--- src/rtl/minimig_host_bus_arbiter.sv ---
// Shares the CPU-side bus between the 68SEC000 and the UserIO host port.
// The CPU is halted and seen idle before host transfers run; it is released after an idle window.
module minimig_host_bus_arbiter #(
  parameter int SETTLE    = 2,
  parameter int IDLE_HOLD = 16,
  parameter int TIMEOUT   = 255
) (
  input  logic        clk,
  input  logic        _reset,
  input  logic        clk7_en,
  input  logic        cpu_as,
  input  logic        hold,
  input  logic        req,
  input  logic        req_we,
  input  logic [22:0] req_adr,
  input  logic [1:0]  req_bs,
  input  logic [15:0] req_wdat,
  output logic        req_ack,
  output logic        req_err,
  output logic [15:0] req_rdat,
  output logic        busy,
  output logic        cpu_halt,
  output logic        host_cs,
  output logic [22:0] host_adr,
  output logic        host_we,
  output logic [1:0]  host_bs,
  output logic [15:0] host_wdat,
  input  logic [15:0] host_rdat,
  input  logic        host_ack
);

  localparam int SW = (SETTLE > 1) ? $clog2(SETTLE + 1) : 1;
  localparam int IW = $clog2(IDLE_HOLD + 1);
  localparam int TW = 8;

  typedef enum logic [2:0] {
    S_IDLE, S_HALT_WAIT, S_READY, S_XFER, S_GAP, S_RELEASE
  } state_t;

  state_t      r_state;
  logic [SW-1:0] r_settle;
  logic [IW-1:0] r_idle;
  logic [TW-1:0] r_tmo;
  logic        r_halt, r_cs, r_ack, r_err, r_we;
  logic [22:0] r_adr;
  logic [1:0]  r_bs;
  logic [15:0] r_wdat, r_rdat;

  always_ff @(posedge clk or negedge _reset) begin
    if (!_reset) begin
      r_state  <= S_IDLE;
      r_settle <= '0;
      r_idle   <= '0;
      r_tmo    <= '0;
      r_halt   <= 1'b0;
      r_cs     <= 1'b0;
      r_ack    <= 1'b0;
      r_err    <= 1'b0;
      r_we     <= 1'b0;
      r_adr    <= '0;
      r_bs     <= '0;
      r_wdat   <= '0;
      r_rdat   <= '0;
    end else begin
      r_ack <= 1'b0;
      r_err <= 1'b0;
      case (r_state)
        S_IDLE: begin
          if (req || hold) begin
            r_halt   <= 1'b1;
            r_settle <= '0;
            r_state  <= S_HALT_WAIT;
          end
        end
        // Bus counts as ours only after SETTLE consecutive idle samples of AS.
        S_HALT_WAIT: begin
          if (clk7_en) begin
            if (!cpu_as) begin
              r_settle <= '0;
            end else if (r_settle == SW'(SETTLE - 1)) begin
              r_settle <= '0;
              r_idle   <= '0;
              r_state  <= S_READY;
            end else begin
              r_settle <= r_settle + SW'(1);
            end
          end
        end
        S_READY: begin
          if (req) begin
            r_we    <= req_we;
            r_adr   <= req_adr;
            r_bs    <= req_bs;
            r_wdat  <= req_wdat;
            r_tmo   <= '0;
            r_idle  <= '0;
            r_cs    <= 1'b1;
            r_state <= S_XFER;
          end else if (hold) begin
            r_idle <= '0;
          end else if (clk7_en) begin
            if (r_idle == IW'(IDLE_HOLD - 1)) begin
              r_idle  <= '0;
              r_halt  <= 1'b0;
              r_state <= S_RELEASE;
            end else begin
              r_idle <= r_idle + IW'(1);
            end
          end
        end
        // Acknowledge is checked first so it wins over a coincident timeout.
        S_XFER: begin
          if (host_ack) begin
            if (!r_we) r_rdat <= host_rdat;
            r_ack   <= 1'b1;
            r_cs    <= 1'b0;
            r_state <= S_GAP;
          end else if (clk7_en) begin
            if (r_tmo == TW'(TIMEOUT - 1)) begin
              if (!r_we) r_rdat <= 16'hFFFF;
              r_ack   <= 1'b1;
              r_err   <= 1'b1;
              r_cs    <= 1'b0;
              r_state <= S_GAP;
            end else begin
              r_tmo <= r_tmo + TW'(1);
            end
          end
        end
        S_GAP: begin
          if (!host_ack) begin
            r_idle  <= '0;
            r_state <= S_READY;
          end
        end
        S_RELEASE: begin
          if (clk7_en) r_state <= S_IDLE;
        end
        default: r_state <= S_IDLE;
      endcase
    end
  end

  assign busy      = (r_state != S_IDLE);
  assign cpu_halt  = r_halt;
  assign host_cs   = r_cs;
  assign host_adr  = r_adr;
  assign host_we   = r_we;
  assign host_bs   = r_bs;
  assign host_wdat = r_wdat;
  assign req_ack   = r_ack;
  assign req_err   = r_err;
  assign req_rdat  = r_rdat;

endmodule

--- config.mk ---
export PLATFORM = sky130hd
export DESIGN_NAME = minimig_host_bus_arbiter
export DESIGN_NICKNAME = d
export VERILOG_FILES = /design/src/rtl/minimig_host_bus_arbiter.sv
export SDC_FILE = /design/constraint.sdc
export NUM_CORES = 1
export LEC_CHECK = 0
export ABC_CLOCK_PERIOD_IN_PS = 3000
export BUFFER_PORTS_ARGS = -buffer_cell sky130_fd_sc_hd__buf_2
export CAP_MARGIN = 20
export CORE_MARGIN = 2
export CORE_UTILIZATION = 50
export CTS_CLUSTER_SIZE = 20
export DETAILED_ROUTE_END_ITERATION = 6
export PLACE_DENSITY = 0.81
export SLEW_MARGIN = 20
export SYNTH_ARGS = -nofsm -noshare
export SYNTH_HDL_FRONTEND = slang
export SYNTH_SLANG_ARGS = --single-unit
export TNS_END_PERCENT = 1
--- constraint.sdc ---
create_clock -name clk -period 3 [get_ports clk]
set_clock_uncertainty 0.05 [all_clocks]
set_input_delay 0.15 -clock clk [delete_from_list [all_inputs] [get_ports clk]]
set_output_delay 0.15 -clock clk [all_outputs]
set_load 0.02 [all_outputs]
**Word level (Yosys, flattened, before mapping)**

Cells that the tools add are included.

- $add $sub $neg: 3
- Multipliers: 0
- Div/mod/pow operators: 0
- Magnitude comparators: 0
- Equal/unequal tests: 28
- Shift-type cells: 0
- Multiplexer cells: 55
- Bitwise gates (word level): 1
- Reductions and logical operators: 17

Operators by type and width:

| operator | count |
|---|---|
| $mux W16 | 5 |
| $mux W5 | 8 |
| $mux W3 | 13 |
| $mux W8 | 4 |
| $ne A2 B2 Y1 const B | 14 |
| $pmux W3 S6 | 1 |
| $pmux W8 S2 | 1 |
| $mux W1 | 15 |
| $ne A3 B3 Y1 const B | 5 |
| $pmux W5 S3 | 1 |
| $reduce_and A6 Y1 | 2 |
| $reduce_and A11 Y1 | 1 |
| $reduce_bool A2 Y1 | 5 |
| $add A8 B1 Y8 const B | 1 |
| $eq A8 B8 Y1 const B | 1 |
| $mux W2 | 4 |
| $reduce_and A4 Y1 | 2 |
| $eq A3 B2 Y1 const B | 2 |
| $eq A3 B3 Y1 const B | 2 |
| $reduce_bool A3 Y1 | 2 |
| $add A5 B1 Y5 const B | 1 |
| $eq A5 B4 Y1 const B | 1 |
| $reduce_and A5 Y1 | 1 |
| $ne A4 B4 Y1 const B | 1 |
| 10 further kinds | 11 |

- Register bits: 80
- Bits in latches: 0
- Memory bits (writable): 0
- Bits in read-only memories: 0
- Output and inout port bits: 63
- Logic and storage cells: 117
- Memories: 0

**Depth between registers and ports, before layout**

- Depth in word-level cells: 6
- Depth in mapped cells: 8

**Worst setup path after synthesis**

No wires, ideal clock.

- Path type: register -> register
- Start: register r_idle[0]
- End: register r_state[0]
- Arrival: 1.638 ns
- Path slack: 1.184 ns
- Stages on the path, launching flop included: 7
- Buffers on the path: 0
- Period minus slack after synthesis: 1.816 ns
- Cell sequence: dfrtp_1 ha_1 nand3_1 nor4b_1 o22ai_1 nand3b_1 mux2_1

- Word-level cells in the longest chain between the ends: 3

Ends and longest elaborated chain:

| what | RTL line | source |
|---|---|---|
| start, declared | 42 | `logic [IW-1:0] r_idle;` |
| start signal, assigned | 107 | `r_idle <= r_idle + IW'(1);` |
| $eq A5 B4 Y1 | 102 | `if (r_idle == IW'(IDLE_HOLD - 1)) begin` |
| $ne A3 B3 Y1 (no source line) | -- |  |
| $reduce_and A11 Y1 (no source line) | -- |  |
| end signal, assigned | 98 | `r_state <= S_XFER;` |
| end signal, assigned | 105 | `r_state <= S_RELEASE;` |
| end signal, assigned | 117 | `r_state <= S_GAP;` |
| end, declared | 40 | `state_t r_state;` |

Every way passes these cells.
A chain may end at the register's enable or synchronous reset.

**Final worst setup path**

Ends and elaborated chain as after synthesis.

==> impl_metrics.env <==
export IMPL_worstHoldPathCells=3
export IMPL_ys_types=42
export IMPL_worst_reg2reg_setup_slack_ps=920
export IMPL_power_leakage_uw=0.00250
export IMPL_critical_path_depth=6
export IMPL_run_status="finished clean"
export IMPL_post_synth_inst_count=378
export IMPL_ys_ff_latch=80
export IMPL_crit_path_buf_inv_count=0
export IMPL_grt_setup_unrepaired="false"
export IMPL_ys_warn_count=0
export IMPL_cts_tree="yes"
export IMPL_arrival_ps=2260
export IMPL_worst_setup_path_end_kind="flip-flop"
export IMPL_num_nets_final=613
export IMPL_crit_type="reg2reg"
export IMPL_grt_use_met1_pct=28.2
export IMPL_drtAntennaViolNets=0
export IMPL_number_of_enable_type_register_cells_in_the_synthesized_netlist=0
export IMPL_area_fraction_of_the_dominant_cell_type_after_synthesis_pct=57.3
export IMPL_slew_viol_final=0
export IMPL_cts_reportedPaths_clkPinSlew_ps=90
export IMPL_route_final_wire_length_mm=8.85
export IMPL_std_cell_rows=30
export IMPL_finalPower_uw=4230
export IMPL_synth_main_ff_cell="sky130_fd_sc_hd__dfrtp_1"
export IMPL_vdd_drop_max_v=0.000370
export IMPL_period_minus_slack_ps=2080
export IMPL_final_layout_size_suffix_gt1_share_pct=28.0
export IMPL_timing_critical_path_max_delay_family="simple AND/OR/NAND/NOR gates"
export IMPL_power_per_cell_area_nw_per_um2=880
export IMPL_final_fill_count=485
export IMPL_number_of_global_route_vias_before_repair=3069
export IMPL_floorplan_initialDensity_pct=51.7
export IMPL_number_of_nets_produced_by_synthesis=446
export IMPL_grt_overflow_total=0
export IMPL_portBuffers=127
export IMPL_antenna_found_initial=0
export IMPL_maxCapViolCount=0
export IMPL_vias=3199
export IMPL_worst_setup_start_kind="flip-flop"
export IMPL_synthesis_area_um2=3490
export IMPL_area_growth_syn_to_layout_pct=37.7
export IMPL_drc=0
export IMPL_worstHoldPathType="in2reg"
export IMPL_io_pins=128
export IMPL_worstPathRequired_ps=3180
export IMPL_met3_usage_pct=4.43
export IMPL_synth_seq_area_share_pct=57.3
export IMPL_cts_repair_resize_count=0
export IMPL_yosys_top_cells_count="sky130_fd_sc_hd__nand2_1 (151), sky130_fd_sc_hd__dfrtp_1 (80), sky130_fd_sc_hd__nor2b_1 (20), sky130_fd_sc_hd__o21ai_0 (20), sky130_fd_sc_hd__nor2_1 (18)"
export IMPL_core_region_area_um2=6760
export IMPL_overall_global_routing_usage_pct=23.5
export IMPL_die_w_um=87.6
export IMPL_achievable_frequency_mhz=481
export IMPL_crit_fanout=4
export IMPL_timing_worst_slew_pin_value_ps=978
export IMPL_floorplan_die_height_um=87.6
export IMPL_ctsLongestPathBuffers=2
export IMPL_reg2reg_from="r_idle[0]"
export IMPL_htree_levels=3
export IMPL_global_route_peak_usage_layer="met2"
export IMPL_cts_made_buffers=9
export IMPL_syn_mean_instance_area_um2=9.24
export IMPL_worst_path_largest_cell_delay_ps=470
export IMPL_clock_latency_ps=340
export IMPL_global_route_usage_met2_pct=39.7
export IMPL_asyncSetResetFlopFracSynth_pct=100
export IMPL_worstRegToRegCells=6
export IMPL_dieArea_um2=7670
export IMPL_dr_pass1_iters=6
export IMPL_timing_critical_path_cells="ha_1 > nand3_1 > nor4b_1 > o22ai_1 > nand3b_1 > mux2_1"
export IMPL_cts_sinks=80
export IMPL_tns_ps=0
export IMPL_tightest_slew_margin_relative_to_the_limit_pct=34.8
export IMPL_vias_per_cell=5.07
export IMPL_grt_pass1_wl_mm=14.0
export IMPL_clockRootBuffer="sky130_fd_sc_hd__clkbuf_8"
export IMPL_crit_reg2reg_capture="r_state[0]"
export IMPL_dp_hpwl_mm=5.24
export IMPL_timing_final_hold_violations=0
export IMPL_worst_hold_startpoint="host_rdat[4]"
export IMPL_final_setup_viol_count=0
export IMPL_detailedRoute_firstIterationViolations=135
export IMPL_netlist_top_cell_by_area="sky130_fd_sc_hd__dfrtp_1"
export IMPL_min_period_over_period_pct=69.3
export IMPL_pin_count_of_the_biggest_net_entering_global_routing=81
export IMPL_hold_end="req_rdat[4]"
export IMPL_synthMostInstantiatedCell="sky130_fd_sc_hd__nand2_1"
export IMPL_gp_congestion=0.804
export IMPL_synth_area_leaders="sky130_fd_sc_hd__dfrtp_1 (57%), sky130_fd_sc_hd__nand2_1 (16%), sky130_fd_sc_hd__nor2b_1 (3.6%), sky130_fd_sc_hd__o21ai_0 (2.9%), sky130_fd_sc_hd__nor2_1 (1.9%)"
export IMPL_routedWlPerCell_um=14.0
export IMPL_critical_path_slowest_cell="sky130_fd_sc_hd__nor4b_1"
[registers in the layout, indices dropped and copies added (netlist names)]
signal,count
host_adr,23
host_wdat,16
req_rdat,16
r_tmo,8
r_idle,5
r_state,3
host_bs,2
r_settle,2
cpu_halt,1
host_cs,1
host_we,1
req_ack,1
req_err,1
[metrics by stage]
step	utilization, %	instances	hold WS [ps]	cell area [um2]	setup slack, ps
6_report	71.1	631	6.77	4810	921
5_1_grt	71.1	630	28.9	4800	663
4_1_cts	71.0	630	1.13	4800	887
3_5_place_dp	61.7	569	296	4170	889
3_3_place_gp	61.7	569	288	4170	929
2_1_floorplan	-	378	-196	3490	1180
[cell type report]
cell class | instances | area [um2] | share of cell area (%)
clock inverter | 7 | 53.8 | 1.12
antenna | 1 | 2.50 | 0.0521
timing repair buffer | 174 | 1100 | 23.0
multi-input combinational | 274 | 1400 | 29.1
tap | 80 | 100 | 2.08
clock buffer | 9 | 124 | 2.58
inverter | 6 | 22.5 | 0.469
sequential | 80 | 2000 | 41.7
[worst reg2reg max path: cells and delay by family (launching register included)]
| family | cells | cell delay (ps) |
|---|---|---|
| mux | 1 | 320 |
| simple gates | 3 | 820 |
| flops | 1 | 390 |
| compound gates | 1 | 180 |
| fa+ha+maj | 1 | 210 |
[placed cells by master (no fill, tap or decap), types with 2 or more instances in the layout]
cell / instances
sky130_fd_sc_hd__nand2_1: 151
sky130_fd_sc_hd__buf_2: 126
sky130_fd_sc_hd__dfrtp_1: 80
sky130_fd_sc_hd__dlygate4sd3_1: 45
sky130_fd_sc_hd__o21ai_0: 20
sky130_fd_sc_hd__nor2b_1: 19
sky130_fd_sc_hd__nor2_1: 18
sky130_fd_sc_hd__clkbuf_8: 9
sky130_fd_sc_hd__nand3_1: 7
sky130_fd_sc_hd__inv_1: 6
sky130_fd_sc_hd__a21oi_1: 6
sky130_fd_sc_hd__xnor2_1: 6
sky130_fd_sc_hd__nor3_1: 3
sky130_fd_sc_hd__o211ai_1: 3
sky130_fd_sc_hd__o31ai_1: 3
sky130_fd_sc_hd__o21ai_1: 3
sky130_fd_sc_hd__ha_1: 3
sky130_fd_sc_hd__clkinvlp_4: 3
sky130_fd_sc_hd__buf_4: 3
sky130_fd_sc_hd__or3_1: 2
sky130_fd_sc_hd__nand2b_1: 2
sky130_fd_sc_hd__nand3b_1: 2
sky130_fd_sc_hd__nor4b_1: 2
sky130_fd_sc_hd__o22ai_1: 2
sky130_fd_sc_hd__a211oi_1: 2
sky130_fd_sc_hd__inv_6: 2
[what timing repair did]
item | 4_1_cts | 5_1_grt
buffers inserted | 0 | 0
hold buffers | 45 | 0
endpoints found under the hold margin | 124 | 0
[routing by layer]
metal / wire, um / share of wire [%]
met2: 4520 / 51
met1: 3590 / 41
met5: 0 / 0
met4: 297 / 3.4
met3: 438 / 5.0
[kinds of logic (layout without fill, tap and decap cells)]
family,count (synthesis),count (layout),synth area share (%)
simple gates,216,216,27.3
flops,80,80,57.3
compound gates,47,47,9.00
buf+inv,24,196,3.15
xor+xnor,7,7,1.76
fa+ha+maj,3,3,1.08
mux,1,1,0.323
other cells,0,1,0
[where the power goes]
group	switching, uW	internal, uW
combinational	1120	614
sequential	289	1490
clock	408	306
[worst max path at each step]
stage,start,to,slack (ps)
floorplan,r_idle[0],r_state[0],1180
CTS,r_tmo[0],req_rdat[0],890
global placement,r_idle[0],r_state[0],930
detailed placement,r_tmo[0],req_rdat[11],890
finish,r_idle[0],r_state[0],920
global route,r_idle[0],r_state[0],660
(Power assumes the default switching activity.)
